### src/rtl/control_memoria_datos_pkg.sv
// Shared encodings for the data-memory access controller.
// Size codes, dump FSM states and the lane-mask helper.
package control_memoria_datos_pkg;

  localparam int NB_LANES = 4;

  localparam logic [1:0] SIZE_BYTE = 2'b00;
  localparam logic [1:0] SIZE_HALF = 2'b01;
  localparam logic [1:0] SIZE_WORD = 2'b10;

  localparam logic [2:0] ST_IDLE   = 3'd0;
  localparam logic [2:0] ST_D_READ = 3'd1;
  localparam logic [2:0] ST_D_WAIT = 3'd2;
  localparam logic [2:0] ST_D_HOLD = 3'd3;
  localparam logic [2:0] ST_D_DONE = 3'd4;

  // Little-endian byte-lane enables for a store of the given size.
  function automatic logic [NB_LANES-1:0] lane_mask(
    input logic [1:0] size,
    input logic [1:0] off
  );
    unique case (1'b1)
      size == SIZE_BYTE: lane_mask = 4'b0001 << off;
      size == SIZE_HALF: lane_mask = 4'b0011 << off;
      default:           lane_mask = 4'b1111;
    endcase
  endfunction

endpackage

### src/rtl/control_memoria_datos_extensor_carga.sv
// Load lane select and sign/zero extension.
// Purely combinational so the writeback stage can reuse it.
module extensor_carga
  import control_memoria_datos_pkg::*;
#(
  parameter int NB_DATA = 32
) (
  input  logic [NB_DATA-1:0] data_i,
  input  logic [1:0]         offset_i,
  input  logic [1:0]         size_i,
  input  logic               unsigned_i,
  output logic [NB_DATA-1:0] data_o
);

  logic [7:0]  byte_w;
  logic [15:0] half_w;
  logic        sgn_b;
  logic        sgn_h;

  assign byte_w = data_i[{offset_i, 3'b000} +: 8];
  assign half_w = offset_i[1] ? data_i[31:16] : data_i[15:0];
  assign sgn_b  = ~unsigned_i & byte_w[7];
  assign sgn_h  = ~unsigned_i & half_w[15];

  always_comb begin
    data_o = data_i;
    unique case (1'b1)
      size_i == SIZE_BYTE: data_o = {{24{sgn_b}}, byte_w};
      size_i == SIZE_HALF: data_o = {{16{sgn_h}}, half_w};
      default:             data_o = data_i;
    endcase
  end

endmodule

### src/rtl/control_memoria_datos.sv
// MEM-stage access controller for the byte-write data memory.
// Also arbitrates the memory with the debug unit's word dump.
module control_memoria_datos
  import control_memoria_datos_pkg::*;
#(
  parameter int NB_DATA      = 32,
  parameter int NB_ADDR      = 10,
  parameter int NB_ADDR_BYTE = 12,
  parameter int DUMP_WORDS   = 1024
) (
  input  logic                    i_clk,
  input  logic                    i_soft_reset,
  input  logic                    i_mem_read,
  input  logic                    i_mem_write,
  input  logic [NB_ADDR_BYTE-1:0] i_addr,
  input  logic [NB_DATA-1:0]      i_data_write,
  input  logic [1:0]              i_size,
  input  logic                    i_unsigned,
  output logic [NB_DATA-1:0]      o_data_read,
  output logic                    o_misaligned,
  output logic                    o_busy,
  input  logic                    i_dump_start,
  input  logic                    i_dump_ack,
  output logic                    o_dump_valid,
  output logic [NB_DATA-1:0]      o_dump_data,
  output logic [NB_ADDR-1:0]      o_dump_addr,
  output logic                    o_dump_done,
  output logic [NB_ADDR-1:0]      o_mem_addr,
  output logic [NB_DATA-1:0]      o_mem_data,
  output logic [NB_LANES-1:0]     o_mem_wea,
  output logic                    o_mem_ena,
  input  logic [NB_DATA-1:0]      i_mem_data
);

  localparam logic [NB_ADDR-1:0] CNT_LAST = NB_ADDR'(DUMP_WORDS - 1);
  localparam logic [NB_ADDR-1:0] CNT_ONE  = NB_ADDR'(1);

  logic [2:0]         state_q, state_d;
  logic [NB_ADDR-1:0] cnt_q, cnt_d;
  logic               pend_q, pend_d;
  logic [1:0]         off_q;
  logic [1:0]         size_q;
  logic               uns_q;
  logic               ld_q;
  logic [NB_DATA-1:0] hold_q;
  logic [NB_DATA-1:0] dump_q;
  logic [NB_DATA-1:0] ext_data;
  logic [NB_DATA-1:0] wdata;

  logic [1:0] off;
  logic       access;
  logic       is_byte;
  logic       is_half;
  logic       is_word;
  logic       idle_like;
  logic       serve;
  logic       ld_go;

  assign off     = i_addr[1:0];
  assign access  = i_mem_read | i_mem_write;
  assign is_byte = i_size == SIZE_BYTE;
  assign is_half = i_size == SIZE_HALF;
  assign is_word = (i_size == SIZE_WORD) | (i_size == 2'b11);

  assign o_misaligned = access
    & ((is_half & off[0]) | (is_word & (off != 2'b00)));

  // D_DONE releases the pipeline, so it may be served there too.
  assign idle_like = ((state_q == ST_IDLE) & ~pend_q)
                   | (state_q == ST_D_DONE);
  assign serve     = idle_like & access & ~o_misaligned;
  assign ld_go     = serve & i_mem_read & ~i_mem_write;

  assign o_busy       = ~idle_like;
  assign o_dump_valid = state_q == ST_D_HOLD;
  assign o_dump_done  = state_q == ST_D_DONE;
  assign o_dump_data  = dump_q;
  assign o_dump_addr  = cnt_q;

  always_comb begin
    wdata = i_data_write;
    unique case (1'b1)
      is_byte: wdata = {4{i_data_write[7:0]}};
      is_half: wdata = {2{i_data_write[15:0]}};
      default: wdata = i_data_write;
    endcase
  end

  always_comb begin
    o_mem_addr = i_addr[NB_ADDR_BYTE-1:2];
    o_mem_data = wdata;
    o_mem_wea  = '0;
    o_mem_ena  = 1'b0;
    if (!i_soft_reset) begin
      o_mem_ena = 1'b0;
    end else if (state_q == ST_D_READ) begin
      o_mem_addr = cnt_q;
      o_mem_ena  = 1'b1;
    end else if (serve) begin
      o_mem_ena = 1'b1;
      if (i_mem_write) o_mem_wea = lane_mask(i_size, off);
    end
  end

  always_comb begin
    state_d = state_q;
    cnt_d   = cnt_q;
    pend_d  = pend_q;
    unique case (state_q)
      ST_IDLE: begin
        if (i_dump_start | pend_q) begin
          state_d = ST_D_READ;
          cnt_d   = '0;
          pend_d  = serve;
        end
      end
      ST_D_READ: begin
        pend_d  = 1'b0;
        state_d = ST_D_WAIT;
      end
      ST_D_WAIT: state_d = ST_D_HOLD;
      ST_D_HOLD: begin
        if (i_dump_ack) begin
          if (cnt_q == CNT_LAST) begin
            state_d = ST_D_DONE;
          end else begin
            cnt_d   = cnt_q + CNT_ONE;
            state_d = ST_D_READ;
          end
        end
      end
      ST_D_DONE: state_d = ST_IDLE;
      default:   state_d = ST_IDLE;
    endcase
  end

  always_ff @(posedge i_clk) begin
    if (!i_soft_reset) begin
      state_q <= ST_IDLE;
      cnt_q   <= '0;
      pend_q  <= 1'b0;
      off_q   <= '0;
      size_q  <= '0;
      uns_q   <= 1'b0;
      ld_q    <= 1'b0;
      hold_q  <= '0;
      dump_q  <= '0;
    end else begin
      state_q <= state_d;
      cnt_q   <= cnt_d;
      pend_q  <= pend_d;
      ld_q    <= ld_go;
      if (ld_go) begin
        off_q  <= off;
        size_q <= i_size;
        uns_q  <= i_unsigned;
      end
      if (ld_q) hold_q <= ext_data;
      if (state_q == ST_D_WAIT) dump_q <= i_mem_data;
    end
  end

  extensor_carga #(
    .NB_DATA(NB_DATA)
  ) u_ext (
    .data_i    (i_mem_data),
    .offset_i  (off_q),
    .size_i    (size_q),
    .unsigned_i(uns_q),
    .data_o    (ext_data)
  );

  // Fresh lane data right after a load, otherwise the last result.
  assign o_data_read = ld_q ? ext_data : hold_q;

endmodule

### config.mk
export PLATFORM = sky130hd
export DESIGN_NAME = control_memoria_datos
export DESIGN_NICKNAME = d
export VERILOG_FILES = /design/src/rtl/control_memoria_datos_pkg.sv /design/src/rtl/control_memoria_datos_extensor_carga.sv /design/src/rtl/control_memoria_datos.sv
export SDC_FILE = /design/constraint.sdc
export NUM_CORES = 1
export LEC_CHECK = 0
export CAP_MARGIN = 20
export CORE_UTILIZATION = 35
export CTS_BUF_LIST = sky130_fd_sc_hd__clkbuf_4
export DETAILED_ROUTE_END_ITERATION = 6
export PLACE_DENSITY_LB_ADDON = 0.05
export SLEW_MARGIN = 20
export SYNTH_ARGS = -nofsm -noshare
export SYNTH_HDL_FRONTEND = slang
export SYNTH_SLANG_ARGS = --single-unit
### constraint.sdc
create_clock -name i_clk -period 2.1 [get_ports i_clk]
set_input_delay 0.315 -clock i_clk [delete_from_list [all_inputs] [get_ports i_clk]]
set_output_delay 0.315 -clock i_clk [all_outputs]
set_load 0.01 [all_outputs]
==> reports/results.txt, run 1 <==
Main combinational cell family by area after synthesis: simple AND/OR/NAND/NOR gates. Multiplexer cells account for 13.2% of the synthesized area. Counting every sink on the clock net gives 84.

For the initial DRC count, the log shows 273. The share of final-layout standard cells stronger than drive strength 1 is 32.4%, and the overall routed net length is 17,200 µm. The first global-routing pass estimated 26,300 µm of wire. The antenna violation net count after detailed routing was 0. The HPWL after detailed placement is 12,000 µm, and the total global routing overflow is 0.

The flow ran to the end, but the final reports show violations. The largest fanout on the critical path was 6; the overall power after layout was 3.99 mW. For this configuration, the core starts out at a cell density of 36.1%. The average cell area after synthesis is 7.94 µm², and the number of library cell types mapped by synthesis is 49. The type of element launching the critical path was an input port.

At the placement stage, the worst setup path has a slack of -0.694 ns. Once layout is complete, the utilization of the core stands at 64.6%. The number of clock buffers added by TritonCTS is 9.

In this run the core area contains 41 standard-cell rows. The count of flip-flops with a built-in enable after synthesis came out at 0. The logs give 5,266 for the number of global-route vias before repair and 1.78 ns for the required time at the worst-slack endpoint. Entering global routing, the biggest net connects 50 pins.

Synthesis inferred 84 register bits. The clock period minus worst slack is 2.56 ns, and the post-synthesis share of cell area spent on and, or, nand and nor gates is 24.7%. For the worst setup path, the data arrival time is 2.25 ns. Based on the critical path, the design can be clocked at up to 391 MHz.

The analysis attributes to cell leakage a power of 3.48 nW. In this run the power density over the cells is 487 mW/mm². The synthesis-to-layout area growth is 79.1%. The clock arrives with 0.0191 ns of skew. The final reports fail on negative setup slack. On the final layout, the worst hold slack is 0.424 ns.

Number of non-filler instances in the completed layout: 1,046. The type of the worst setup path is in -> out. The clock passes through at most 2 buffers. Worst min-delay path category: in -> reg. For this run, design rule violations remaining after detail routing come to 0. Across the run, the number of max-cap violations was 0.

Summing the areas of all fa, ha and maj instances in the mapped netlist gives 0.274% of the synthesized area. Setup repair after global routing could not meet its margin everywhere. Dividing the detail-routed wire length by the instance count gives 16.5 µm. Synthesis produced a netlist whose cell count is 576. In this run, placement finished with an instance count of 997. The final number of hold-violating endpoints was 0. The worst-case setup margin in the final layout is -0.460 ns, and the number of iterations in the first detailed-routing pass is 4.

The number of nets in the layout is 955, and the transition time at the pin with the least slew margin is 0.564 ns. For the global placer's final weighted congestion, the log shows 0.879. The detail-routed via count per cell was 5.04. TritonCTS built the clock tree.

XOR/XNOR share of the synthesized area: 0%. The die is 116 µm tall. The number of primary I/O pins was 210; the netlist area before placement was 0.00457 mm². Summing the sequential cell areas from Yosys gives 36.8% of the chip area. The floorplan step defined a core boundary enclosing 0.0127 mm². Measured along the x axis, the die boundary spans 116 µm. In this run the tool buffered the top-level ports with 209 buffer cells. The logs give 0.269 mV for the peak ir drop on the vdd network and 0.00819 mm² for the cell area after layout.

The final route contains 5,268 vias. The max-slew violation total from the final report came out at 0. 0 antenna diodes ended up in the layout. The total negative slack was -11.27 ns. The top flip-flop cell by instance count after synthesis was sky130_fd_sc_hd__dfxtp_1. The worst setup path is captured at an output pin.

The final period utilization is 122%, and the post-placement cell area is 0.00735 mm². The H-tree was split into 3 levels. Yosys printed 0 warnings. Setup violations remaining at the end of the flow were counted as 43. The worst pin sits at a relative slew slack of 62.4%. The clock slew at the register clock pins of the worst setup and hold paths came out at 0.13 ns. Library cell used as clock root buffer: sky130_fd_sc_hd__clkbuf_4. At the later pin of the worst-skew pair, clock insertion delay measures 0.44 ns. The fraction of the mapped netlist area in compound gates is 18.9%. Across every metal layer, demand over resource in global routing totals 25.3%.

The number of hold buffers added after CTS was 0. After synthesis, the share of flip-flops with an asynchronous set or reset is 0%. The die footprint is 0.0135 mm².

The initial antenna violation count is 0. The run gives 662 as the synthesized netlist net count.
-- synth_stat cells, drive strengths merged (13+ instances only) --
library cell / count / area, µm²
o21ai: 15 / 75.1
mux2i: 14 / 140
and2: 13 / 83.8
clkbuf: 31 / 116
a31oi: 14 / 87.6
buf: 20 / 131
dfxtp: 84 / 1680
and3: 16 / 100
mux2: 39 / 439
nand2: 117 / 439
a21oi: 74 / 370
nor2: 36 / 135
-- final timing paths --
path | from | end | slack, ns | cells after the start
worst max register to register | state_q[0] | o_dump_addr[0] | 0.03 | 8
worst max-delay path | i_mem_data[31] | o_data_read[12] | -0.46 | 8
worst min register to register | o_dump_data[27] | o_dump_data[27] | 0.46 | 2
worst min-delay path | i_unsigned | uns_q | 0.42 | 3
-- per-layer routing --
metal | global-route usage, % | wire length [µm] | vias up
met5 | 0 | 0 | -
met4 | 8.63 | 427 | 0
met3 | 5.86 | 1030 | 30
met2 | 46.2 | 8800 | 170
met1 | 28.8 | 6960 | 2469
li1 | - | - | 2599
-- layout by cell type, fill, tap and decap left out, drive strengths merged, types with 8 or more instances in the layout --
cell type      instances
nor2                  36
o21ai                 15
mux2i                 14
nand2                117
mux2                  39
or4                    8
clkbuf                11
a21oi                 74
nor2b                 10
dfxtp                 84
inv                   10
o31ai                  8
nand2b                10
dlygate4sd2           18
and2                  13
and3                  16
buf                  169
a31oi                 14
clkdlybuf4s50        140
-- state kept, by name, indices dropped and copies added, names as in the netlist --
| signal | cells |
|---|---|
| o_dump_addr | 10 |
| size_q | 2 |
| ld_q | 1 |
| o_dump_data | 32 |
| state_q | 3 |
| off_q | 2 |
| uns_q | 1 |
| pend_q | 1 |
| hold_q | 32 |
-- power breakdown --
| part | internal, mW | switching [mW] | total [mW] | leakage, nW |
|---|---|---|---|---|
| logic | 0.789 | 0.635 | 1.42 | 2.74 |
| registers | 1.67 | 0.0364 | 1.70 | 0.685 |
| clock network | 0.247 | 0.612 | 0.859 | 0.0556 |
-- worst max-delay path, cell delays in order --
cell	delay (ns)
sky130_fd_sc_hd__clkdlybuf4s50_1	0.48
sky130_fd_sc_hd__mux4_2	0.56
sky130_fd_sc_hd__buf_6	0.15
sky130_fd_sc_hd__a2111oi_4	0.28
sky130_fd_sc_hd__buf_4	0.20
sky130_fd_sc_hd__buf_6	0.10
sky130_fd_sc_hd__nor2_2	0.03
sky130_fd_sc_hd__buf_2	0.14
-- final cells by class --
| type | instances | area (µm²) |
|---|---|---|
| multi-input cells | 432 | 3000 |
| well taps | 172 | 215 |
| clock inverters | 7 | 50.0 |
| flip-flops and latches | 84 | 1690 |
| clock buffers | 9 | 67.6 |
| repair buffers | 333 | 3130 |
| fillers | 1109 | 4480 |
| inverters | 9 | 33.8 |
-- what timing repair did --
item	4_1_cts	5_1_grt
setup buffers	26	12
gates resized for setup	342	51
cloned	4	0
setup endpoints to repair	74	55
pin swaps	21	27
-- kinds of logic after synthesis --
kind of cell | count (synthesis)
buffers and inverters | 60
muxes | 54
DFF | 84
adders and majority gates | 1
AOI/OAI and AO/OA | 142
and+or+nand+nor | 235
(Power assumes the default switching activity.)
==> run 2, diff against run 1 <==
--- a/config.mk
+++ b/config.mk
@@ -7,3 +7,2 @@
 export LEC_CHECK = 0
-export CAP_MARGIN = 20
 export CORE_UTILIZATION = 35
==> constraint.sdc (replaced) <==
create_clock -name i_clk -period 3.3 [get_ports i_clk]
set_input_delay 0.33 -clock i_clk [delete_from_list [all_inputs] [get_ports i_clk]]
set_output_delay 0.33 -clock i_clk [all_outputs]
set_load 0.01 [all_outputs]
==> run 2 against run 1 <==
The flow now finishes without violations; die area did not move; critical path depth is 4 lower; global-route usage fell by 2.9 points; sequential share of layout area increased by 3.8 points; non-clock buffer count decreased by 111; utilization shrank 10 points; first-iteration DRC count decreased by 7.7%; critical endpoint is now o_data_read[13]; largest power group unchanged.
==> reports/results.txt, run 2 (same netlist as run 1, synthesis figures left out) <==
The flow ran to the end, and the final reports show no timing, DRC or antenna violations. Data arrives at the worst endpoint at 2.69 ns. The library cell used most frequently in the layout, excluding fill and tap cells, is sky130_fd_sc_hd__clkdlybuf4s50_1. The highest layer touched by signal routing is met4. The switching portion of total power was 31.8%; the number of fill cells in the layout was 1,255.

The tools report the kind of end point of the critical path as an output pin. The worst setup path is launched from a register. For this run the aggregate overflow at the end of global routing stands at 0.

The critical path is of the reg -> out type. For the static leakage, the log shows 2.59 nW. The tools report the portion of total power attributed to sequential cells as 46.9%. Of all nets on the critical path, the largest fanout is 8. The final period utilization was 91.6%.

The maximum number of pins on one net before global-route repair was 50. VDD sags by at most 0.144 mV. The floorplan step defined a core boundary enclosing 0.0127 mm². Setup violations remaining at the end of the flow were counted as 0. The fraction of power consumed by combinational cells was 29.8%. At the pin with the least slew margin, the transition time is 0.736 ns. After floorplanning, the core was divided into 41 placement rows. The part of the power in the clock network was 23.3%; the count of buffers from port buffering was 209. Setup repair after global routing left no endpoint under its margin. The startpoint identified for the worst hold timing path is i_unsigned. In this run, post-CTS repair resized a total of 0 instances. The total net switching power came out at 0.741 mW. Count of antenna diodes in the layout: 0. The tools report the clock latency at the later pin of the worst-skew pair as 0.44 ns.

The total area of sequential cells is 0.00168 mm². The DRC violation count after routing was 0. At the worst endpoint, the required time is 2.97 ns. The total track usage came out at 22.3%. The post-cts hold buffer count was 0.

The final layout contains 844 nets. Leaving out fill and tap cells, the most frequent cells in the layout are sky130_fd_sc_hd__clkdlybuf4s50_1, sky130_fd_sc_hd__nand2_1, sky130_fd_sc_hd__dfxtp_1, sky130_fd_sc_hd__a21oi_1, sky130_fd_sc_hd__mux2_2. Counting along the longest clock path gives a buffer depth of 2. The die covers 0.0135 mm². Max-cap violations in this run came to 0.

The initial antenna violation count came out at 0. 210 I/O pins were placed. The logs give 331 MHz for the maximum clock frequency and 252 for the initial DRC count. The congestion estimate from routability-driven global placement came to 0.770. The synthesis-to-layout area growth came out at 50.1%. The antenna violation net count after detailed routing is 0. Internal power comes to 1.59 mW. The startpoint of the worst setup timing path was off_q[0].

Clock-pin slew was measured on the worst setup and hold paths at 0.15 ns. In the detailed route, the total length drawn on met3 is 1150 µm. Of the cells placed in the final design, the portion with a size suffix greater than 1 is 10.4%. The worst min-delay path category is in -> reg. Measured on the finished design, the core utilization comes to 54.2%. After routing, the total negative slack on setup checks comes to 0 ns. After clock tree synthesis, the setup repair step added 0 buffers.

The cell area power density is 340 mW/mm². After detailed routing, the total wire length is 15,100 µm. The per-cell routed wire length works out to 16.1 µm.

The clock period minus worst slack works out to 3.02 ns. After detailed routing, the number of vias per cell comes to 5.08. The global-route wire length before repair is 23,200 µm. The tools report the H-tree depth as 3. The tools report the library cell used as clock root buffer as sky130_fd_sc_hd__clkbuf_4. Detailed placement finished with a half-perimeter wire length of 10,900 µm. In this run the horizontal extent of the chip is 116 µm. The logs give 4 for the number of iterations in the first detailed-routing pass and 9 for the TritonCTS buffer count. The run gives 4,571 as the number of global-route vias before repair. In this run the critical register-to-register path is launched from o_dump_addr[0].

TritonCTS built the clock tree. The worst max-slew margin expressed relative to the limit was 50.9%; the vias after detailed routing was 4,753. The max-slew violation total from the final report was 0; the clock sink count was 84. Area of the multi-input gates: 0.00262 mm². For the final number of hold-violating endpoints, the log shows 0. For the initial cell density of the core, the log shows 36.1%.

Wire segments on met2 add up to 7260 µm in the final route. For the final database, setup skew stands at 0.0181 ns. The run gives 6410 µm as the sum of routed wire segments on met1. The die is 116 µm tall.
==> run 2: cell type report <==
class	count	share of cell area, %
Timing Repair Buffer	222	31.9
Multi-Input combinational cell	432	38.2
Sequential cell	84	24.5
Clock inverter	7	0.766
Inverter	9	0.492
Clock buffer	9	0.984
Tap cell	172	3.14
==> run 2: routing by layer <==
layer  global-route usage, %  vias to the layer above
li1                        -                     2373
met1                    26.6                     2201
met2                    38.6                      162
met3                    6.28                       17
met4                    7.18                        0
met5                       0                        -
==> run 2: worst paths after layout <==
path | to | slack, ns | depth (start not counted)
min reg2reg | o_dump_data[0] | 0.46 | 2
max reg2reg | o_dump_addr[8] | 1.19 | 5
min | uns_q | 0.44 | 3
max | o_data_read[13] | 0.28 | 4
==> run 2: critical path: stages, from the launching register on <==
cell and delay (ns):
sky130_fd_sc_hd__dfxtp_1 0.44, sky130_fd_sc_hd__mux4_2 0.61, sky130_fd_sc_hd__a2111oi_4 0.60, sky130_fd_sc_hd__nor2_1 0.11
sky130_fd_sc_hd__clkdlybuf4s50_1 0.50
==> run 2: stage by stage <==
stage | hold WS, ns | total power, mW | std cells | worst slack, ns | instance area, µm²
6_report | 0.435 | 2.33 | 935 | 0.276 | 6860
5_1_grt | 0.407 | 2.46 | 935 | 0.0617 | 6860
2_1_floorplan | 0.426 | 1.44 | 576 | 1.39 | 4570
3_5_place_dp | 0.446 | 1.81 | 919 | 0.305 | 6740
3_3_place_gp | 0.444 | 1.80 | 919 | 0.383 | 6740
4_1_cts | 0.406 | 2.35 | 935 | 0.220 | 6860
==> run 2: power groups by stage <==
stage	sequential, mW	combinational (mW)	clock [mW]
2_1_floorplan	1.12	0.323	0
3_3_place_gp	1.11	0.690	0
3_5_place_dp	1.12	0.694	0
4_1_cts	1.09	0.698	0.560
5_1_grt	1.10	0.751	0.604
6_report	1.09	0.694	0.543
==> run 3, diff against run 2 <==
- CAP_MARGIN: default -> 20
- clock period: 3.3 -> 2.6 ns (I/O delays scaled with it)
==> run 3 against run 2 <==
Largest power group unchanged; sequential cell count is the same; sequential share of layout area shrank 0.85 points; die area is the same.
==> reports/results.txt, run 3 (same netlist as run 1, synthesis figures left out) <==
The clock arrives with 0.0134 ns of skew. Setup total negative slack on the finished layout was measured at 0 ns. The worst slack at placement is -0.0945 ns. In the layout the commonest cells are sky130_fd_sc_hd__clkdlybuf4s50_1, sky130_fd_sc_hd__nand2_1, sky130_fd_sc_hd__dfxtp_1, sky130_fd_sc_hd__a21oi_1, sky130_fd_sc_hd__mux2_2.

In the final routed layout, each cell accounts on average for 15.8 µm. The flow ran to the end, and the final reports show no timing, DRC or antenna violations. The run gives 3.08 mW as the overall power after layout. At the end of routability-driven placement, the weighted congestion stood at 0.797. CTS built an H-tree with a depth of 3. The cell area power density was 430 mW/mm². The die is 116 µm tall.

The vias after detailed routing was 4,900; the synthesis-to-layout area growth was 56.6%. Based on the critical path, the design can be clocked at up to 390 MHz. In this run the worst hold path is classified as in -> reg.

The longest clock path from root to sink contains 2 buffers. The TritonCTS buffer count is 9, and the reg2reg setup slack is 0.48 ns. The global-route wire length before repair was 23,700 µm. The die covers 0.0135 mm². The tree is rooted in a sky130_fd_sc_hd__clkbuf_4.

Setup violations remaining at the end of the flow were counted as 0. Once routing completed, OpenROAD measured the worst setup slack at 0.0344 ns. The type of the worst setup path is reg -> out. 0 antenna diodes ended up in the layout. The initial antenna violation count is 0.

After detailed routing, the total wire length is 15,300 µm. The clock latency at the later pin of the worst-skew pair is 0.44 ns, and the post-cts hold buffer count is 0. The static leakage is 2.99 nW. The tightest hold path in the finished design has a slack of 0.372 ns. The max-slew violation total from the final report was 0. The clock drives 84 sinks.

The count of cells along the worst register-to-register path was 5. The most common cell after layout, fill and taps aside was sky130_fd_sc_hd__clkdlybuf4s50_1. Before antenna repair, the detailed router went through 4 iterations. The final number of hold-violating endpoints was 0; the total area of sequential cells was 0.00169 mm². Destination of the worst hold path: uns_q. The type of element launching the critical path is a register. STA classifies the critical path endpoint as an output pin. In the final layout, the multi-input gates occupy 0.00266 mm². The clock slew at the register clock pins of the worst setup and hold paths is 0.14 ns. The tools report the cell area after layout as 0.00716 mm². Number of global-route vias before repair: 4,717.

The logs give 0 for the number of violations of the max-capacitance limit and 0.00688 mm² for the post-placement cell area. The run gives 6440 µm as the sum of routed wire segments on met1. The floorplan has 41 rows.

The logs give 22.7% for the total track usage and 937 for the number of cells in the design after placement. After detailed routing, the number of remaining DRC violations is 0. The startpoint identified for the worst register-to-register timing path is o_dump_addr[0]. Top metal layer carrying routed signals: met4.

The detail-routed via count per cell was 5.08; the share of final-layout standard cells stronger than drive strength 1 was 17.7%. The maximum number of pins on one net before global-route repair came out at 50. Buffers placed on the I/O ports in this run total 209. The hold-critical path depth was 3; the initial DRC count was 260.

Setup repair after global routing could not meet its margin everywhere. The final critical path takes up 98.7% of the cycle. The logs give 874 for the number of nets in the layout and 1010 µm for the total length of routed met3 wires. TritonCTS built the clock tree. Fill cells in the final layout number 1,212. Summed over all nets, wire length on met2 after detailed routing comes to 7490 µm. The HPWL after detailed placement was 11,000 µm.

The end of the worst register-to-register path is o_dump_addr[2]. For this run the aggregate overflow at the end of global routing stands at 0. For the final design utilization, the log shows 56.5%. The transition time at the pin with the least slew margin is 0.615 ns. At the worst endpoint, the arrival time is 2.31 ns.

The floorplan step defined a core boundary enclosing 0.0127 mm². In this run the horizontal extent of the chip is 116 µm. For the worst max-slew margin expressed relative to the limit, the log shows 59.0%. The finished layout holds 965 standard cells, fillers aside. IR analysis of the VDD net gives a maximum drop of 0.190 mV. Counting I/O delays and the setup requirement, the final critical path takes 2.57 ns. The run gives 2.34 ns as the required time at the worst-slack endpoint.

The largest fanout on the critical path is 7. 210 I/O pins were placed. Initial cell density of the core: 36.1%.

In this run the most critical hold path is launched from i_unsigned. Once detail routing completed, the nets flagged for antenna violations numbered 0.
run 3: changes by cell type in the layout (fill, tap and decap cells not counted), sizes merged:
cell           delta
clkinvlp          -2
clkdlybuf4s50    -36
dlymetal6s2s     +12
dlygate4sd2       +1
buf              +36
bufinv            +1
clkbuf           +17
inv               +1
run 3: worst max path at each step:
stage	start	to	slack, ns	cells after the start
3_3_place_gp	i_mem_data[31]	o_data_read[23]	-0.05	7
3_5_place_dp	i_mem_data[7]	o_data_read[16]	-0.09	7
6_report	state_q[2]	o_mem_addr[9]	0.03	5
2_1_floorplan	off_q[0]	o_data_read[10]	0.76	3
5_1_grt	state_q[1]	o_mem_addr[9]	-0.03	5
4_1_cts	off_q[0]	o_data_read[30]	-0.05	6
run 3: power by group:
part	leakage, nW	switching, mW	internal, mW
Clock	0.0783	0.487	0.299
Sequential	0.684	0.0384	1.35
Combinational	2.23	0.425	0.486
Total	2.99	0.950	2.13
run 3: critical path: stages, from the launching register on:
cell                              delay (ns)
sky130_fd_sc_hd__dfxtp_2                0.38
sky130_fd_sc_hd__or2_2                  0.36
sky130_fd_sc_hd__nor2_4                 0.15
sky130_fd_sc_hd__buf_4                  0.18
sky130_fd_sc_hd__mux2_2                 0.33
sky130_fd_sc_hd__clkdlybuf4s50_1        0.48
run 3: what timing repair did:
item / in CTS / in global routing
resized for setup: 65 / 50
gates cloned: 2 / 1
endpoints found under the setup margin: 40 / 46
pin swaps: 1 / 3
setup buffers: 7 / 2
run 3: layer usage:
metal  up-vias  global-route usage (%)
met5         -                       0
met4         0                    8.46
met3        24                    4.62
met2       167                    40.0
met1      2271                    27.1
li1       2438                       -
run 3: area by class of cell:
class	count	share of cell area, %
Clock buffer	9	0.944
Clock inverter	7	1.03
Inverter	9	0.472
Multi-Input combinational cell	432	37.2
Sequential cell	84	23.6
Tap cell	172	3.01
Timing Repair Buffer	252	33.7
